--- config.mk ---
export PLATFORM = sky130hd
export DESIGN_NAME = effect_sequencer
export DESIGN_NICKNAME = d
export VERILOG_FILES = /design/src/rtl/halloween_pkg.sv /design/src/rtl/effect_decode.sv /design/src/rtl/effect_sequencer.sv
export SDC_FILE = /design/constraint.sdc
export NUM_CORES = 1
export LEC_CHECK = 0
export CORE_AREA = 2 2 64 72
export DETAILED_ROUTE_END_ITERATION = 6
export DIE_AREA = 0 0 66 74
export GPL_TIMING_DRIVEN = 0
export PLACE_DENSITY = 0.69
export REMOVE_ABC_BUFFERS = 1
export SLEW_MARGIN = 20
export SYNTH_ARGS = -nofsm -noshare
export SYNTH_HDL_FRONTEND = slang
export SYNTH_SLANG_ARGS = --single-unit
export TNS_END_PERCENT = 5
--- constraint.sdc ---
create_clock -name clk -period 6.8 [get_ports clk]
set_clock_uncertainty 0.15 [all_clocks]
set_input_delay 0.68 -clock clk [delete_from_list [all_inputs] [get_ports clk]]
set_output_delay 0.68 -clock clk [all_outputs]
set_load 0.005 [all_outputs]
--- src/rtl/halloween_pkg.sv ---
// Shared opcode, class, colour and state definitions for the decoration sequencer.
// Latency: n/a (declarations only).
// Backpressure: n/a.
package halloween_pkg;

  // Effect opcodes. Codes 0010, 0011, 0111, 1011 and 1111 are undefined.
  localparam logic [3:0] OP_ON        = 4'b0000;
  localparam logic [3:0] OP_RESET     = 4'b0001;
  localparam logic [3:0] OP_GREEN     = 4'b0100;
  localparam logic [3:0] OP_PURPLE    = 4'b0101;
  localparam logic [3:0] OP_ORANGE    = 4'b0110;
  localparam logic [3:0] OP_SCREAMING = 4'b1000;
  localparam logic [3:0] OP_CACKLING  = 4'b1001;
  localparam logic [3:0] OP_BOO       = 4'b1010;
  localparam logic [3:0] OP_WAVEHANDS = 4'b1100;
  localparam logic [3:0] OP_MOVEJAW   = 4'b1101;
  localparam logic [3:0] OP_FOG       = 4'b1110;

  // The opcode class is simply the top two opcode bits.
  typedef enum logic [1:0] {
    CLS_SYS   = 2'b00,
    CLS_COLOR = 2'b01,
    CLS_SOUND = 2'b10,
    CLS_MOVE  = 2'b11
  } op_class_e;

  typedef enum logic [1:0] {
    COL_NONE   = 2'b00,
    COL_GREEN  = 2'b01,
    COL_PURPLE = 2'b10,
    COL_ORANGE = 2'b11
  } color_e;

  typedef enum logic {
    ST_IDLE = 1'b0,
    ST_RUN  = 1'b1
  } state_e;

  function automatic logic op_is_legal(input logic [3:0] op);
    logic ok;
    case (op)
      OP_ON, OP_RESET, OP_GREEN, OP_PURPLE, OP_ORANGE,
      OP_SCREAMING, OP_CACKLING, OP_BOO,
      OP_WAVEHANDS, OP_MOVEJAW, OP_FOG: ok = 1'b1;
      default:                          ok = 1'b0;
    endcase
    return ok;
  endfunction

endpackage

--- src/rtl/effect_decode.sv ---
// Opcode decoder: one-hot, class, colour code and illegal flag for one 4-bit opcode.
// Latency: purely combinational, zero cycles.
// Backpressure: none.
// Ports: op (in, 4) opcode; onehot (out, 16) 1<<op; op_class (out) top-bit class;
//        color_code (out) colour for legal colour ops else NONE; illegal (out) undefined opcode.
module effect_decode
  import halloween_pkg::*;
(
  input  logic [3:0]  op,
  output logic [15:0] onehot,
  output op_class_e   op_class,
  output color_e      color_code,
  output logic        illegal
);

  always_comb begin
    onehot     = 16'h1 << op;
    op_class   = op_class_e'(op[3:2]);
    illegal    = !op_is_legal(op);
    color_code = COL_NONE;
    // GREEN/PURPLE/ORANGE are 0100/0101/0110, so the colour is low bits + 1.
    if (op_class == CLS_COLOR && !illegal) begin
      color_code = color_e'(op[1:0] + 2'd1);
    end
  end

endmodule

--- src/rtl/effect_sequencer.sv ---
// Steps through a latched NCH-entry opcode program, DWELL clocks per step, driving effects.
// Latency: outputs are combinational from registered state (cur_op valid the cycle after start).
// Backpressure: none; start/stop are levels sampled every clock, start ignored while busy.
// Ports: clk, rst_n (async active-low); start, stop, prog[NCH*4] in;
//        busy, step_idx, cur_op, dec_out, color, sound_pulse, move_active, wrap, illegal out.
module effect_sequencer
  import halloween_pkg::*;
#(
  parameter  int NCH   = 4,
  parameter  int DWELL = 1,
  localparam int SW    = $clog2(NCH)
) (
  input  logic            clk,
  input  logic            rst_n,
  input  logic            start,
  input  logic            stop,
  input  logic [NCH*4-1:0] prog,
  output logic            busy,
  output logic [SW-1:0]   step_idx,
  output logic [3:0]      cur_op,
  output logic [15:0]     dec_out,
  output color_e          color,
  output logic            sound_pulse,
  output logic            move_active,
  output logic            wrap,
  output logic            illegal
);

  localparam int CW = (DWELL > 1) ? $clog2(DWELL) : 1;

  state_e           state_q, state_d;
  logic [NCH*4-1:0] prog_q,  prog_d;
  logic [SW-1:0]    step_q,  step_d;
  logic [CW-1:0]    cnt_q,   cnt_d;
  color_e           color_q, color_d;

  logic             run;
  logic             first_cyc;
  logic             last_cyc;
  logic [15:0]      op_onehot;
  op_class_e        op_class;
  color_e           op_color;
  logic             op_illegal;

  assign run       = (state_q == ST_RUN);
  assign first_cyc = (cnt_q == '0);
  assign last_cyc  = (cnt_q == CW'(DWELL - 1));
  // Gated so IDLE shows 0000 rather than the stale latched entry.
  assign cur_op    = run ? prog_q[{step_q, 2'b00} +: 4] : 4'h0;

  effect_decode u_decode (
    .op         (cur_op),
    .onehot     (op_onehot),
    .op_class   (op_class),
    .color_code (op_color),
    .illegal    (op_illegal)
  );

  // Pulses are suppressed in a stop cycle; undefined opcodes behave as no-ops.
  always_comb begin
    busy        = run;
    step_idx    = step_q;
    color       = color_q;
    dec_out     = run ? op_onehot : 16'h0;
    sound_pulse = run && first_cyc && !stop && (op_class == CLS_SOUND) && !op_illegal;
    illegal     = run && first_cyc && !stop && op_illegal;
    move_active = run && (op_class == CLS_MOVE) && !op_illegal;
    wrap        = run && last_cyc && !stop && (cur_op != OP_RESET) &&
                  (step_q == SW'(NCH - 1));
  end

  always_comb begin
    state_d = state_q;
    prog_d  = prog_q;
    step_d  = step_q;
    cnt_d   = cnt_q;
    color_d = color_q;
    case (state_q)
      ST_IDLE: begin
        // An all-zero program is treated as "nothing loaded".
        if (start && (prog != '0)) begin
          state_d = ST_RUN;
          prog_d  = prog;
          step_d  = '0;
          cnt_d   = '0;
          color_d = COL_NONE;
        end
      end
      ST_RUN: begin
        if (stop) begin
          // Stop takes priority over any step end in the same cycle.
          state_d = ST_IDLE;
          step_d  = '0;
          cnt_d   = '0;
          color_d = COL_NONE;
        end else begin
          if (first_cyc && (op_color != COL_NONE)) begin
            color_d = op_color;
          end
          if (last_cyc) begin
            cnt_d = '0;
            if (cur_op == OP_RESET) begin
              step_d  = '0;
              color_d = COL_NONE;
            end else if (step_q == SW'(NCH - 1)) begin
              step_d = '0;
            end else begin
              step_d = step_q + 1'b1;
            end
          end else begin
            cnt_d = cnt_q + 1'b1;
          end
        end
      end
      default: state_d = ST_IDLE;
    endcase
  end

  always_ff @(posedge clk or negedge rst_n) begin
    if (!rst_n) begin
      state_q <= ST_IDLE;
      prog_q  <= '0;
      step_q  <= '0;
      cnt_q   <= '0;
      color_q <= COL_NONE;
    end else begin
      state_q <= state_d;
      prog_q  <= prog_d;
      step_q  <= step_d;
      cnt_q   <= cnt_d;
      color_q <= color_d;
    end
  end

endmodule
# Word-level counts from Yosys, hierarchy flattened
# Memory sizes are Yosys's and may differ from the RTL's.
# Cells that the tools add are included.
# word_totals
ff_bits	22
latchBits	0
ramBits	0
rom_bits	16
input_bits	20
elab_cells	60
memories	1
# classes
n_addsub	3
n_mul	0
div	0
n_lt_le_gt_ge	0
n_eq_ne	8
shift	2
muxes	21
bitwise_logic	2
reduce_logical	18
# memory_table
name	words	word_bits	read_ports	rd_clocked_by_memory_dff	wr	line	source
(name not given)	16	1	1	0	0	halloween_pkg.sv:41	case (op)
# ops
cell	count
2-bit two-way mux	10
16-bit two-way mux	1
16-bit nonzero test	1
16-bit by 5-bit indexed part select with 4-bit output	1
1-bit by 4-bit left shift with 16-bit output (first input constant)	1
1-bit logical AND	12
2-bit one-hot mux with 2 select lines	2
2-bit equality test (second input constant)	3
1-bit two-way mux	5
2-bit by 1-bit adder with 2-bit output (second input constant)	2
4-bit by 1-bit equality test with 1-bit output (second input constant)	1
4-bit two-way mux	1
4-bit by 1-bit != test with 1-bit output (second input constant)	1
1-bit one-hot mux with 2 select lines	2
2-bit AND reduction	2
3-bit != test (second input constant)	1
2-bit by 1-bit equality test with 1-bit output (second input constant)	1
1-bit zero test	2
2-bit != test (second input constant)	1
1-bit NOT	2
2-bit nonzero test	1
1-bit adder (second input constant)	1

# Depth between registers and ports, before layout
# Gate-level depths: netlist of the first run.
# logic_depth
depth_word	12
depth_mapped	9

# Cells and area by module
# From an unflattened synthesis of the first run, not the netlist that was laid out.
# unflattened
hier_cells	123
area_unflattened_um2	1406.3
# modules_own_cells
mod	instances	cells_each	area_each_um2	seq_area_each_um2
effect_sequencer	1	92	1162.4	525.5
effect_decode	1	31	244.0	0.0

# Worst setup path after synthesis of the first run
# No wires, ideal clock.
# synth_path
kind	flip-flop to output port
startpoint	reg step_q[0], in the netlist step_idx[0]
endpoint	out wrap
arrival_time_ns	1.979
setup_slack_ns	3.991
stages_incl_launch_ff	8
cell_sequence	dfrtp_1 > buf_2 > mux4_2 > nand2_1 > inv_1 > ha_1 > a41oi_1 > and3_1
# synth_via
elab_chain_cells	5
word_cells_on_any_way	6
# synth_lines
item	line	source
from (decl)	effect_sequencer.sv:33	logic [SW-1:0] step_q, step_d;
from (signal assigned)	effect_sequencer.sv:129	step_q <= step_d;
16-bit by 5-bit indexed part select with 4-bit output	effect_sequencer.sv:49	assign cur_op = run ? prog_q[{step_q, 2'b00} +: 4] : 4'h0;
4-bit two-way mux	effect_sequencer.sv:49	
named net cur_op[0]	effect_sequencer.sv:20	output logic [3:0] cur_op,
4-bit by 1-bit != test with 1-bit output	effect_sequencer.sv:68	wrap = run && last_cyc && !stop && (cur_op != OP_RESET) &&
1-bit logical AND (2 in a row)	effect_sequencer.sv:68	
to (decl)	effect_sequencer.sv:25	output logic wrap,
# The timed path passes the listed nets, and every way through them passes these cells.

# Worst setup path after layout of the first run
# layout_path
startpoint	reg step_q[0], in the netlist step_idx[0]
endpoint	out sound_pulse
# layout_via
elab_chain_cells	5
word_cells_on_any_way	6
# layout_lines
item	line	source
16-bit by 5-bit indexed part select with 4-bit output *	effect_sequencer.sv:49	
4-bit two-way mux *	effect_sequencer.sv:49	
branches (longest 2 deep; another with memory 16 x 1 bit)	n/a	
1-bit logical AND *	effect_sequencer.sv:65	sound_pulse = run && first_cyc && !stop && (op_class == CLS_SOUND) && !op_illegal;
to (decl)	effect_sequencer.sv:23	output logic sound_pulse,
# Mark *: on every way between the ends.

==> results.toml, run 1 <==
[detailed_routing]
ant_nets = 0
drc = 0
wl_per_cell_um = 14.78
vias = 1134
dr.pass1.iters = 4
drt_iter0_drc = 26
drt_wl_total_um = 3251
viasPerCell = 5.155

[clock_network]
clk_latency_ps = 260
ctsResizeCount = 0
cts_tree = "built"
cts_hold_buffers = 0
cts_buffers = 3
clkSinkCount = 21
post-cts-setup-buffer-count = 0
cts_max_level = 1
clockBufferDepth = 2
clk_pin_slew_ps = 80
root_buffer = "clkbuf_8"

[place]
io_buffers = 48
dp_hpwl_um = 2677
dpl-instance-area_um2 = 1926
gp_congestion = 0.7368
preCtsSetupSlack_ps = 3256

[global_routing]
grt_pass1_vias = 1180
groute.usage.overall_pct = 14.44
grt_max_degree = 22
grt_use_met3_pct = 1.967
met2_usage_pct = 25.70
grt_pass1_wl_um = 5451
use_met1_pct = 17.89
grt_busiest_layer = "met2"
antenna_found_initial = 0
overflow = 0

[worst_setup_path]
crit_path_start_kind = "flop"
worst-setup-path-type = "reg -> out"
critPathMaxFanout = 14
cp.required_ps = 5970
worstPathArrival_ps = 3000
ff2ff_path_depth = 7
end_kind = "output port"

[yosys]
yosys-top-cells-count = "21 x dfrtp_1, 11 x and2_1, 10 x and3_1, 10 x mux2_4"
synth.distinct_cells = 32
syn_area_per_cell_um2 = 11.75
async_reset_ff_share_pct = 100.0
yosys.area.top_type = "dfrtp_1"
netlist.area_leader.share_pct = 37.27
synth_ff_type = "dfrtp_1"
synth.area.top_cells = "dfrtp_1 37%, mux2_4 11%, mux4_2 6.4%"
syn-instance-count = 120
yosysMostFrequentCell = "dfrtp_1"
synth-seq-area-share_pct = 37.27
ys_warn_count = 0
synth_edf_count = 0
syn_area_um2 = 1410
yosys_register_bits = 21

[floorplan]
initial_core_util_pct = 33.64
die_x_um = 66
rows = 25
core-area_um2 = 4192
die_area_um2 = 4884
die_y_um = 74
io_pins = 49

[outcome]
status = "finished, final reports clean"

[timing]
worst_pin_slew_ps = 888.2
whs_ps = 374.8
setup_viol = 0
finalWorstSetupSlack_ps = 2965
fmax_mhz = 260.8
period_share_pct = 56.39
hold_violations = 0
slew_headroom_pct = 40.60
min_period_ps = 3835
rsz0062_at_grt = "false"
fin_tns_setup_ps = 0
slew_viol_final = 0

[run]
drv_cap = 0

[layout]
antenna_cells = 0
layout.nets = 193
syn2layout_area_growth_pct = 39.84
layout-drive-gt1-share_pct = 17.47
final_area_um2 = 1972

[hold_path]
worstHoldPathCells = 1
min_path_type = "reg -> reg"

[power_and_ir_drop]
max-vdd-ir-drop_mv = 0.1020
p_leak_nw = 0.8483
power.density_nw_per_um2 = 229.7
power_mw = 0.4529
[final cells by class]
cell class / instances / area, um2
clock inverters: 1 / 5.005
inverters: 4 / 15.01
repair buffers: 48 / 480.5
fillers: 415 / 2220
flip-flops and latches: 21 / 525.5
clock buffers: 3 / 41.29
well taps: 54 / 67.56
multi-input cells: 89 / 837.1
[cells in the final DEF, fill, tap and decap left out, types with 3 or more instances in the layout]
cell and n:
inv_1 4, nor2_1 5, and3_1 10, mux2_2 6
clkdlybuf4s50_1 48, clkbuf_8 3, dfrtp_1 21, mux4_2 4
nand2_1 4, and2_1 11, or4_1 5, ha_1 6
mux2_4 10, mux2i_1 4
[sequential cells by signal, summed over array words and instances, names as in the netlist]
| register | flops |
|---|---|
| step_idx | 2 |
| prog_q | 16 |
| busy | 1 |
| color | 2 |
[kinds of logic after synthesis]
group | after synthesis | share of synthesized area [%]
buffers and inverters | 10 | 3.371
adder cells (fa/ha/maj) | 6 | 5.324
flip-flops | 21 | 37.27
AO/OA/AOI/OAI | 11 | 7.543
AND/OR/NAND/NOR | 48 | 21.83
multiplexers | 24 | 24.67
[report_power, final]
| part | total, mW | leakage [nW] | switching (mW) | internal (mW) |
|---|---|---|---|---|
| Sequential | 0.186 | 0.253 | 0.0353 | 0.151 |
| Clock | 0.0792 | 0.0255 | 0.0384 | 0.0408 |
| Combinational | 0.188 | 0.570 | 0.0724 | 0.115 |
| Total | 0.453 | 0.848 | 0.146 | 0.307 |
[metal layers]
layer / up-vias / part of all wire (%)
met3: 5 / 7.7
met2: 51 / 48
li1: 542 / -
met5: - / 0
met1: 536 / 43
met4: 0 / 1.4
[stage by stage]
stage / std cells / util [%]
after global routing: 220 / 47.04
after detailed placement: 216 / 45.94
final: 220 / 47.04
after floorplan: 114 / -
after global placement: 216 / 45.94
after CTS: 220 / 47.04
[worst max-delay path, cell delays in order (launching register included)]
cell             delay (ps)
dfrtp_1                 690
mux4_2                  610
nand2_1                 140
inv_1                   110
ha_1                    290
nor4b_1                 340
clkdlybuf4s50_1         570
[worst paths after layout]
| path | startpoint | endpoint | slack (ps) |
|---|---|---|---|
| max | step_idx[0] | sound_pulse | 2970 |
| min | prog_q[4] | prog_q[4] | 370 |
| max reg2reg | step_idx[0] | color[0] | 3840 |
| min reg2reg | prog_q[4] | prog_q[4] | 370 |
| max in group asynchronous | rst_n | step_idx[1] | 5180 |
| min in group asynchronous | rst_n | prog_q[8] | 770 |
No activity file was read; power rests on OpenSTA's default activity.
==> inputs of run 2 (changes only) <==
- PLACE_DENSITY: 0.69 -> 0.71
- clock period: 6.8 -> 3.3 ns (I/O delays scaled with it)
==> run 2 against run 1 <==
  * Non-clock buffer count up 1
  * Final cell count up 0.45%
  * Routed wire length up 3.5%
  * Total power up 110%
  * Largest power group unchanged
  * Via count up 0.62%
  * Cell area is 0.51% higher
  * Worst setup slack got worse by 2800 ps
  * Largest cell class unchanged
  * Sequential power up 100%
  * Die area unchanged
  * Global-route usage shrank 0.16 points
  * Clock power grew 110%
==> results.toml, run 2 (synthesis results as in run 1) <==
[outcome]
status = "finished, final reports clean"

[worst_setup_path]
end_kind = "output port"
crit_chain = "mux4_2 -> nand2_1 -> inv_1 -> ha_1 -> a41oi_1 -> and3_1 -> clkdlybuf4s50_1"
r2r-start = "step_idx[0]"
worstPathArrival_ps = 2660
crit_path_top_delay_cell = "mux4_2"
r2r_end = "color[0]"
critPathMaxFanout = 6
crit_path_start_kind = "flop"
cpPeakStageDelay_ps = 550
cp.required_ps = 2820
ff2ff_path_depth = 7
critPathBufInv = 2
worst-setup-path-type = "reg -> out"
r2r_setup_slack_ps = 670
critPathTopFamily = "buffers and inverters"

[timing]
min_period_ps = 3136
rsz0062_at_grt = "false"
hold_violations = 0
fin_tns_setup_ps = 0
setup_viol = 0
slew_headroom_pct = 36.02
slew_viol_final = 0
worst_pin_slew_ps = 956.7
period_share_pct = 95.03
fmax_mhz = 318.9

[detailed_routing]
wirelength_met1_um = 1502
drt_wl_total_um = 3366
viasPerCell = 5.163
dr_wl_met3_um = 221
ant_nets = 0
drt_iter0_drc = 24
dr.pass1.iters = 4
wl_met2_um = 1595
drc = 0
vias = 1141
top_layer = "met4"
wl_per_cell_um = 15.23

[clock_network]
clockBufferDepth = 2
clk_pin_slew_ps = 80
cts_hold_buffers = 0
cts_buffers = 3
cts_max_level = 1
clkSinkCount = 21
root_buffer = "clkbuf_8"
clk_latency_ps = 260
cts_tree = "built"

[hold_path]
worstHoldPathCells = 1
hold_end = "prog_q[9]"
min-delay-start = "prog_q[9]"
min_path_type = "reg -> reg"

[run]
drv_cap = 0

[power_and_ir_drop]
power_mw = 0.9478
p_leak_nw = 0.8505
power.density_nw_per_um2 = 478.2
max-vdd-ir-drop_mv = 0.2582

[floorplan]
die_x_um = 66
io_pins = 49
rows = 25
core-area_um2 = 4192
die_y_um = 74
die_area_um2 = 4884
initial_core_util_pct = 33.64

[global_routing]
grt_max_degree = 22
grt_pass1_vias = 1108
groute.usage.overall_pct = 14.28
antenna_found_initial = 0
grt_pass1_wl_um = 5340
overflow = 0

[place]
io_buffers = 48
dp_cells = 216
dp_hpwl_um = 2701
dpl-instance-area_um2 = 1926
gp_congestion = 0.7410

[layout]
syn2layout_area_growth_pct = 40.55
final_common_cell = "clkdlybuf4s50_1"
final_cells = 221
fill_cells = 401
layout.nets = 194
final_area_um2 = 1982
largest_reg_flops = 16
finalCoreUtilization_pct = 47.28
layout-drive-gt1-share_pct = 19.16
largest-register = "prog_q"
antenna_cells = 0
mostFrequentLayoutCells = "48 x clkdlybuf4s50_1, 19 x dfrtp_1, 11 x and2_1"
run 2: cell types whose count changed in the layout (fill, tap and decap cells not counted), sizes merged:
| cell | previous run | this run |
|---|---|---|
| buf | 0 | 1 |
run 2: what timing repair did:
| item | 4_1_cts | 5_1_grt |
|---|---|---|
| resized for setup | 2 | 0 |
| setup buffers | 1 | 0 |
| endpoints found under the setup margin | 2 | 0 |
run 2: how the worst max path moves through the flow:
stage,startpoint,endpoint,slack [ps],cells after the start
5_1_grt,step_idx[0],wrap,50,7
3_3_place_gp,step_idx[0],wrap,140,7
2_1_floorplan,step_idx[0],color[0],580,7
6_report,step_idx[0],wrap,160,7
3_5_place_dp,step_idx[0],wrap,110,7
4_1_cts,step_idx[0],wrap,160,7
run 2: report_power, final:
part / internal (mW) / total [mW] / switching (mW)
clock: 0.0842 / 0.168 / 0.0839
combinational: 0.241 / 0.405 / 0.163
sequential: 0.311 / 0.375 / 0.0636
total: 0.637 / 0.948 / 0.311
run 2: routing by layer:
layer  vias to the layer above  track usage (%)
met1                       535            17.58
met3                         5            1.967
li1                        547                -
met2                        54            25.48
met5                         -                0
met4                         0            5.442
run 2: layout make-up:
cell class | count | area, um2 | area share [%]
Multi-Input combinational cell | 89 | 837.1 | 42.23
Sequential cell | 21 | 528.0 | 26.64
Timing Repair Buffer | 49 | 488.0 | 24.62
Tap cell | 54 | 67.56 | 3.409
Clock buffer | 3 | 41.29 | 2.083
Inverter | 4 | 15.01 | 0.7576
Clock inverter | 1 | 5.005 | 0.2525
run 2: stage by stage:
step                      hold WS [ps]  worst slack [ps]
final                            371.6             164.0
after global routing             388.4             45.31
after global placement           344.3             143.4
after CTS                        372.6             155.5
after floorplan                 -115.6             582.9
after detailed placement         354.5             110.7
==> inputs of run 3 (changes only) <==
- GPL_ROUTABILITY_DRIVEN: unset -> 0
- clock period: 3.3 -> 2.6 ns (I/O delays scaled with it)
==> run 3 against run 2 <==
  * Worst hold slack lost 21 ps
  * Register-to-register slack lost 620 ps
  * Routed wire length grew 4.7%
  * Cell area grew 6.8%
  * Via count grew 3.2%
  * Highest routed layer unchanged
  * Clock power grew 26%
  * The flow now finishes with violations (negative setup slack)
==> results.toml, run 3 (synthesis results as in run 1) <==
[place]
dpl-instance-area_um2 = 1926
preCtsSetupSlack_ps = -519.3
io_buffers = 48
dp_hpwl_um = 2701

[clock_network]
clk_latency_ps = 260
root_buffer = "clkbuf_8"
cts_max_level = 1
clockBufferDepth = 2
clk_pin_slew_ps = 80
cts_hold_buffers = 0
cts_buffers = 3
cts_tree = "built"
clkSinkCount = 21

[global_routing]
grt_max_degree = 22
antenna_found_initial = 0
grt_pass1_wl_um = 5499
grt_pass1_vias = 1155
overflow = 0
groute.usage.overall_pct = 14.77

[power_and_ir_drop]
max-vdd-ir-drop_mv = 0.3386
power.density_nw_per_um2 = 616.7
p_leak_nw = 0.9606
power_mw = 1.306

[detailed_routing]
ant_nets = 0
viasPerCell = 5.185
drt_iter0_drc = 19
drc = 0
wl_per_cell_um = 15.53
dr.pass1.iters = 4
vias = 1177
drt_wl_total_um = 3525

[floorplan]
rows = 25
io_pins = 49
die_x_um = 66
die_area_um2 = 4884
die_y_um = 74
core-area_um2 = 4192
initial_core_util_pct = 33.64

[timing]
worst_pin_slew_ps = 896.4
rsz0062_at_grt = "true"
min_period_ps = 2740
setup_viol = 11
slew_viol_final = 0
period_share_pct = 105.4
hold_violations = 0
fin_tns_setup_ps = -1091
fmax_mhz = 365.0
slew_headroom_pct = 40.05
finalWorstSetupSlack_ps = -139.7

[worst_setup_path]
cpPeakStageDelay_ps = 540
crit_path_start_kind = "flop"
critPathBufInv = 3
cp.required_ps = 2190
crit_chain = "buf_4 -> mux4_2 -> nand2_4 -> inv_2 -> ha_2 -> and3_1 -> clkdlybuf4s50_1"
crit_path_top_delay_cell = "mux4_2"
worst-setup-path-type = "reg -> out"
critPathTopFamily = "buffers and inverters"
worstPathArrival_ps = 2330
end_kind = "output port"
critPathMaxFanout = 4

[layout]
layout-drive-gt1-share_pct = 31.79
multi_input_area_um2 = 924.6
layout.nets = 200
antenna_cells = 0
finalCoreUtilization_pct = 50.51
mostFrequentLayoutCells = "38 x clkdlybuf4s50_1, 19 x dfrtp_1, 11 x and2_1"
final_area_um2 = 2117
largest-register = "prog_q"
fill_cells = 392
final_common_cell = "clkdlybuf4s50_1"
syn2layout_area_growth_pct = 50.13
seqCellArea_um2 = 528.0
largest_reg_flops = 16

[run]
drv_cap = 0

[outcome]
violations = "negative setup slack"
status = "finished, violations left"

[hold_path]
min_path_type = "in -> async"
run 3: metal layers:
| layer | wire length (um) | vias to the layer above | track usage (%) |
|---|---|---|---|
| met5 | 0 | - | 0 |
| li1 | - | 557 | - |
| met3 | 243 | 5 | 1.967 |
| met4 | 47 | 0 | 5.442 |
| met1 | 1498 | 557 | 17.69 |
| met2 | 1736 | 58 | 27.05 |
run 3: area by class of cell:
cell class / count / area share (%)
clock inverters: 1 / 0.2364
repair buffers: 55 / 25.30
flip-flops and latches: 21 / 24.94
inverters: 4 / 0.7092
clock buffers: 3 / 1.950
well taps: 54 / 3.191
multi-input cells: 89 / 43.68
run 3: power by group:
part,switching [mW],internal (mW)
combinational,0.259,0.364
sequential,0.0754,0.395
clock,0.105,0.107
total,0.439,0.866
run 3: per-stage QoR:
| stage | hold WS [ps] | cells |
|---|---|---|
| 4_1_cts | 372.6 | 227 |
| 5_1_grt | 388.0 | 227 |
| 2_1_floorplan | -185.6 | 114 |
| 6_report | 350.8 | 227 |
| 3_3_place_gp | 344.3 | 216 |
| 3_5_place_dp | 354.5 | 216 |
run 3: worst paths after layout:
path | start | endpoint | slack, ps | depth (start not counted)
worst max register to register | step_idx[0] | color[0] | 50 | 8
min in group clk | prog_q[9] | prog_q[9] | 370 | 1
max in group asynchronous | rst_n | step_idx[1] | 1340 | 1
worst max-delay path | step_idx[0] | dec_out[6] | -140 | 7
worst min-delay path | rst_n | prog_q[13] | 350 | 1
worst min register to register | prog_q[9] | prog_q[9] | 370 | 1
run 3: repair_timing:
action / in CTS / in global routing
setup buffers: 7 / 0
setup endpoints to repair: 27 / 19
gates cloned: 0 / 0
resized for setup: 30 / 8
pin swaps: 2 / 0
==> variant 1 (flow settings as in run 3) <==
The parameter `NCH` goes from 4 to 8. Comments in the files are not updated.
--- a/src/rtl/effect_sequencer.sv
+++ b/src/rtl/effect_sequencer.sv
@@ -7,5 +7,5 @@
   import halloween_pkg::*;
 #(
-  parameter  int NCH   = 4,
+  parameter  int NCH   = 8,
   parameter  int DWELL = 1,
   localparam int SW    = $clog2(NCH)
Interface: changed (resized prog and step_idx); port bits go from 49 to 66. The function was not compared with the original's and may differ.
==> variant 1 against run 3 <==
- the run still ends with setup timing left
- setup slack lost 0.051 ns
- hold slack worse by 0.13 ns
- synthesized cell count grew 49%
- synthesized area rose by 50%
- final area rose by 54%
- sequential cell count up 17
- utilization rose by 27 points
- routed wire length increased by 73%
- power is 69% higher
==> variant 1: results (changes against run 3) <==
outcome:
  status: "finished with violations"  # unchanged
  violations: "setup timing"  # unchanged
detailed_routing:
  drtIter0Drc: 105  # was 19
timing:
  setup_viol: 21  # was 11
  setup_ws_ns: -0.190  # was -0.140 ns
  whs_ns: 0.223  # was 0.351 ns
cells_and_area:
  largest_reg_flops: 32  # was 16
  drive_gt1_share_pct: 50.5  # was 31.8%
critical_path:
  regToRegSetupSlack_ns: -0.13  # was 0.05 ns
  crit_start: "step_idx[1]"  # was step_idx[0]
  r2r_cells: 11  # was 8
clock_tree:
  ctsHtreeMaxLevel: 2  # was 1
  clk_latency_ns: 0.29  # was 0.26 ns
  post_cts_resized: 121  # was 30
  ctsHoldBuffers: 1  # was 0
  post_cts_buffers: 30  # was 7
global_route:
  grt_pass1_vias: 1915  # was 1155
  grt_max_degree: 34  # was 22
  grt_pass1_wl_um: 9300  # was 5500 µm
  grtUsageTotal_pct: 25.8  # was 14.8%
logic_synthesis:
  synth_area_leaders: "dfrtp_1, mux2_2, mux4_2"  # was dfrtp_1, mux2_4, mux4_2
  synth.distinct_cells: 35  # was 32
  ys_seq_area_share_pct: 45.1  # was 37.3%
place:
  place_area_um2: 2800  # was 1930 µm²
pwr:
  leakage_nw: 1.38  # was 0.961 nW
-- variant 1: cell types whose count changed after synthesis, sizes merged, moves of 7 or more --
cell,before,now
mux2,16,32
dfrtp,21,38
and2,11,1
nor4,0,10
and3,10,1
inv,4,11
nor3,1,14
-- variant 1: kinds of logic (layout without fill, tap and decap cells) --
group                      Yosys count  in the layout
and+or+nand+nor                     54             54
adders and majority gates            7              7
DFF                                 38             38
muxes                               45             45
AOI/OAI and AO/OA                   15             15
buffers and inverters               20            116
-- variant 1: metrics by stage --
| step | power, mW | worst slack (ns) | utilization, % | setup TNS, ns | std cells |
|---|---|---|---|---|---|
| global route | 2.31 | -0.258 | 77.7 | -3.67 | 329 |
| finish | 2.21 | -0.190 | 77.7 | -2.11 | 329 |
| global placement | 1.45 | -1.03 | 66.3 | -48.08 | 289 |
| CTS | 2.14 | -0.170 | 76.7 | -2.20 | 329 |
| detailed placement | 1.48 | -1.15 | 66.7 | -36.86 | 290 |
| floorplan | 1.18 | -0.209 | - | -0.298 | 170 |
-- variant 1: routing by layer --
layer,up-vias,track usage [%],share of wire [%]
met2,80,47.9,55
met4,0,7.71,2.0
met3,11,4.08,4.9
li1,854,-,-
met5,-,0,0
met1,927,30.9,39
-- variant 1: critical path: stages (launching register included) --
cell	delay (ns)
dfrtp_2	0.48
buf_6	0.16
buf_4	0.13
mux4_2	0.31
mux2i_4	0.19
nor2_4	0.07
buf_6	0.14
ha_4	0.17
a21boi_1	0.14
o21a_1	0.18
buf_2	0.12
-- variant 1: final cells by class --
type                            count  area (µm²)
Tap cell                           54        67.6
Fill cell                         293         933
Inverter                           11        51.3
Clock inverter                      1        5.00
Timing Repair Buffer               97         860
Multi-Input combinational cell    121        1230
Sequential cell                    38         955
Clock buffer                        7        86.3
==> variant 2 (settings of run 3) <==
Made on the original files. Make the reset (`rst_n`) synchronous in one clocked block. Comments in the files are not updated.
--- a/src/rtl/effect_sequencer.sv
+++ b/src/rtl/effect_sequencer.sv
@@ -117,5 +117,5 @@
   end
 
-  always_ff @(posedge clk or negedge rst_n) begin
+  always_ff @(posedge clk) begin
     if (!rst_n) begin
       state_q <= ST_IDLE;
Function: differs if rst_n is asserted again (counterexample within 4 cycles, from zero or initial values and one cycle with rst_n low); with rst_n held inactive, the same outputs for 10 cycles.
==> variant 2 against run 3 <==
- synthesized area shrank 7.5%
- the flow still finishes with violations (setup timing)
- non-clock buffer count grew 5
- highest routed layer unchanged
- routed wire length grew 7.3%
- final area shrank 4.7%
- count of clock-buffer cells in the layout is the same
- setup slack gained 0.058 ns
- sequential cell count is the same
- hold slack lost 0.021 ns
Power is not compared: it rests on default switching activity, and its combinational part moved more than twofold at a synthesized area within 25%.
==> variant 2: results (changes against run 3) <==
critical_path:
  regToRegSetupSlack_ns: 0.16  # was 0.05 ns
  crit_start: "step_idx[1]"  # was step_idx[0]
  rr_startpoint: "step_idx[0]"  # unchanged
  r2r_cells: 7  # was 8
timing:
  setup_viol: 3  # was 11
  whs_ns: 0.330  # was 0.351 ns
  setup_ws_ns: -0.0813  # was -0.140 ns
  slew_headroom_pct: 53.8  # was 40.1%
cells_and_area:
  multi_input_area_um2: 852  # was 925 µm²
  syn2layout_area_growth_pct: 54.8  # was 50.1%
  seq_cell_count: 21  # unchanged
  buf_share_pct: 29.3  # was 25.3%
  sh_seq_area_pct: 21.4  # was 24.9%
  multi_input_gates: 119  # was 89
  clk_share_pct: 2.29  # was 2.19%
  fillers: 418  # was 392
logic_synthesis:
  synth.area.mux_share_pct: 9.02  # was 24.7%
  ys_seq_area_share_pct: 32.2  # was 37.3%
  async_reset_ff_share_pct: 0  # was 100%
  yosys.area_share.adder_pct: 5.76  # was 5.32%
  dominantRegCellSynth: "dfxtp_1"  # was dfrtp_1
hold_path:
  hp-class: "reg2reg"  # was in2async
global_route:
  grtUsageTotal_pct: 15.8  # was 14.8%
  grt_max_degree: 30  # was 22
clock_tree:
  post_cts_buffers: 4  # was 7
place:
  dp.cells: 252  # was 216
  pre_cts_ws_ns: -0.572  # was -0.519 ns
  place_area_um2: 1810  # was 1930 µm²
outcome:
  violations: "setup timing"  # unchanged
  status: "finished with violations"  # unchanged
## variant 2: cell count changes after synthesis, sizes merged, moves of 3 or more
cell           run 3  this run
dfxtp              0        21
nand3              1        19
o21ai              2        17
mux2              16         0
a21oi              1        19
inv                4         8
clkbuf             3         6
nand2              4         8
and3              10         4
buf                3         8
dfrtp             21         0
## variant 2: per-layer routing
metal / share of wire, % / track usage [%] / vias up / routed length (µm)
met5: 0 / 0 / - / 0
met1: 44 / 20.5 / 630 / 1680
met3: 7.1 / 2.57 / 5 / 267
li1: - / - / 686 / -
met4: 1.6 / 6.80 / 0 / 62
met2: 47 / 26.2 / 64 / 1770
## variant 2: worst max-delay path: stages, from the launching register on
cell and delay [ns]:
dfxtp_4 0.42, mux4_2 0.62, buf_6 0.17, and3_1 0.19
and2_1 0.17, clkdlybuf4s50_1 0.44
## variant 2: logic make-up after synthesis
kind of cell,count (synthesis)
AO/OA/AOI/OAI,45
flip-flops,21
multiplexers,6
adder cells (fa/ha/maj),6
AND/OR/NAND/NOR,62
buffers and inverters,22
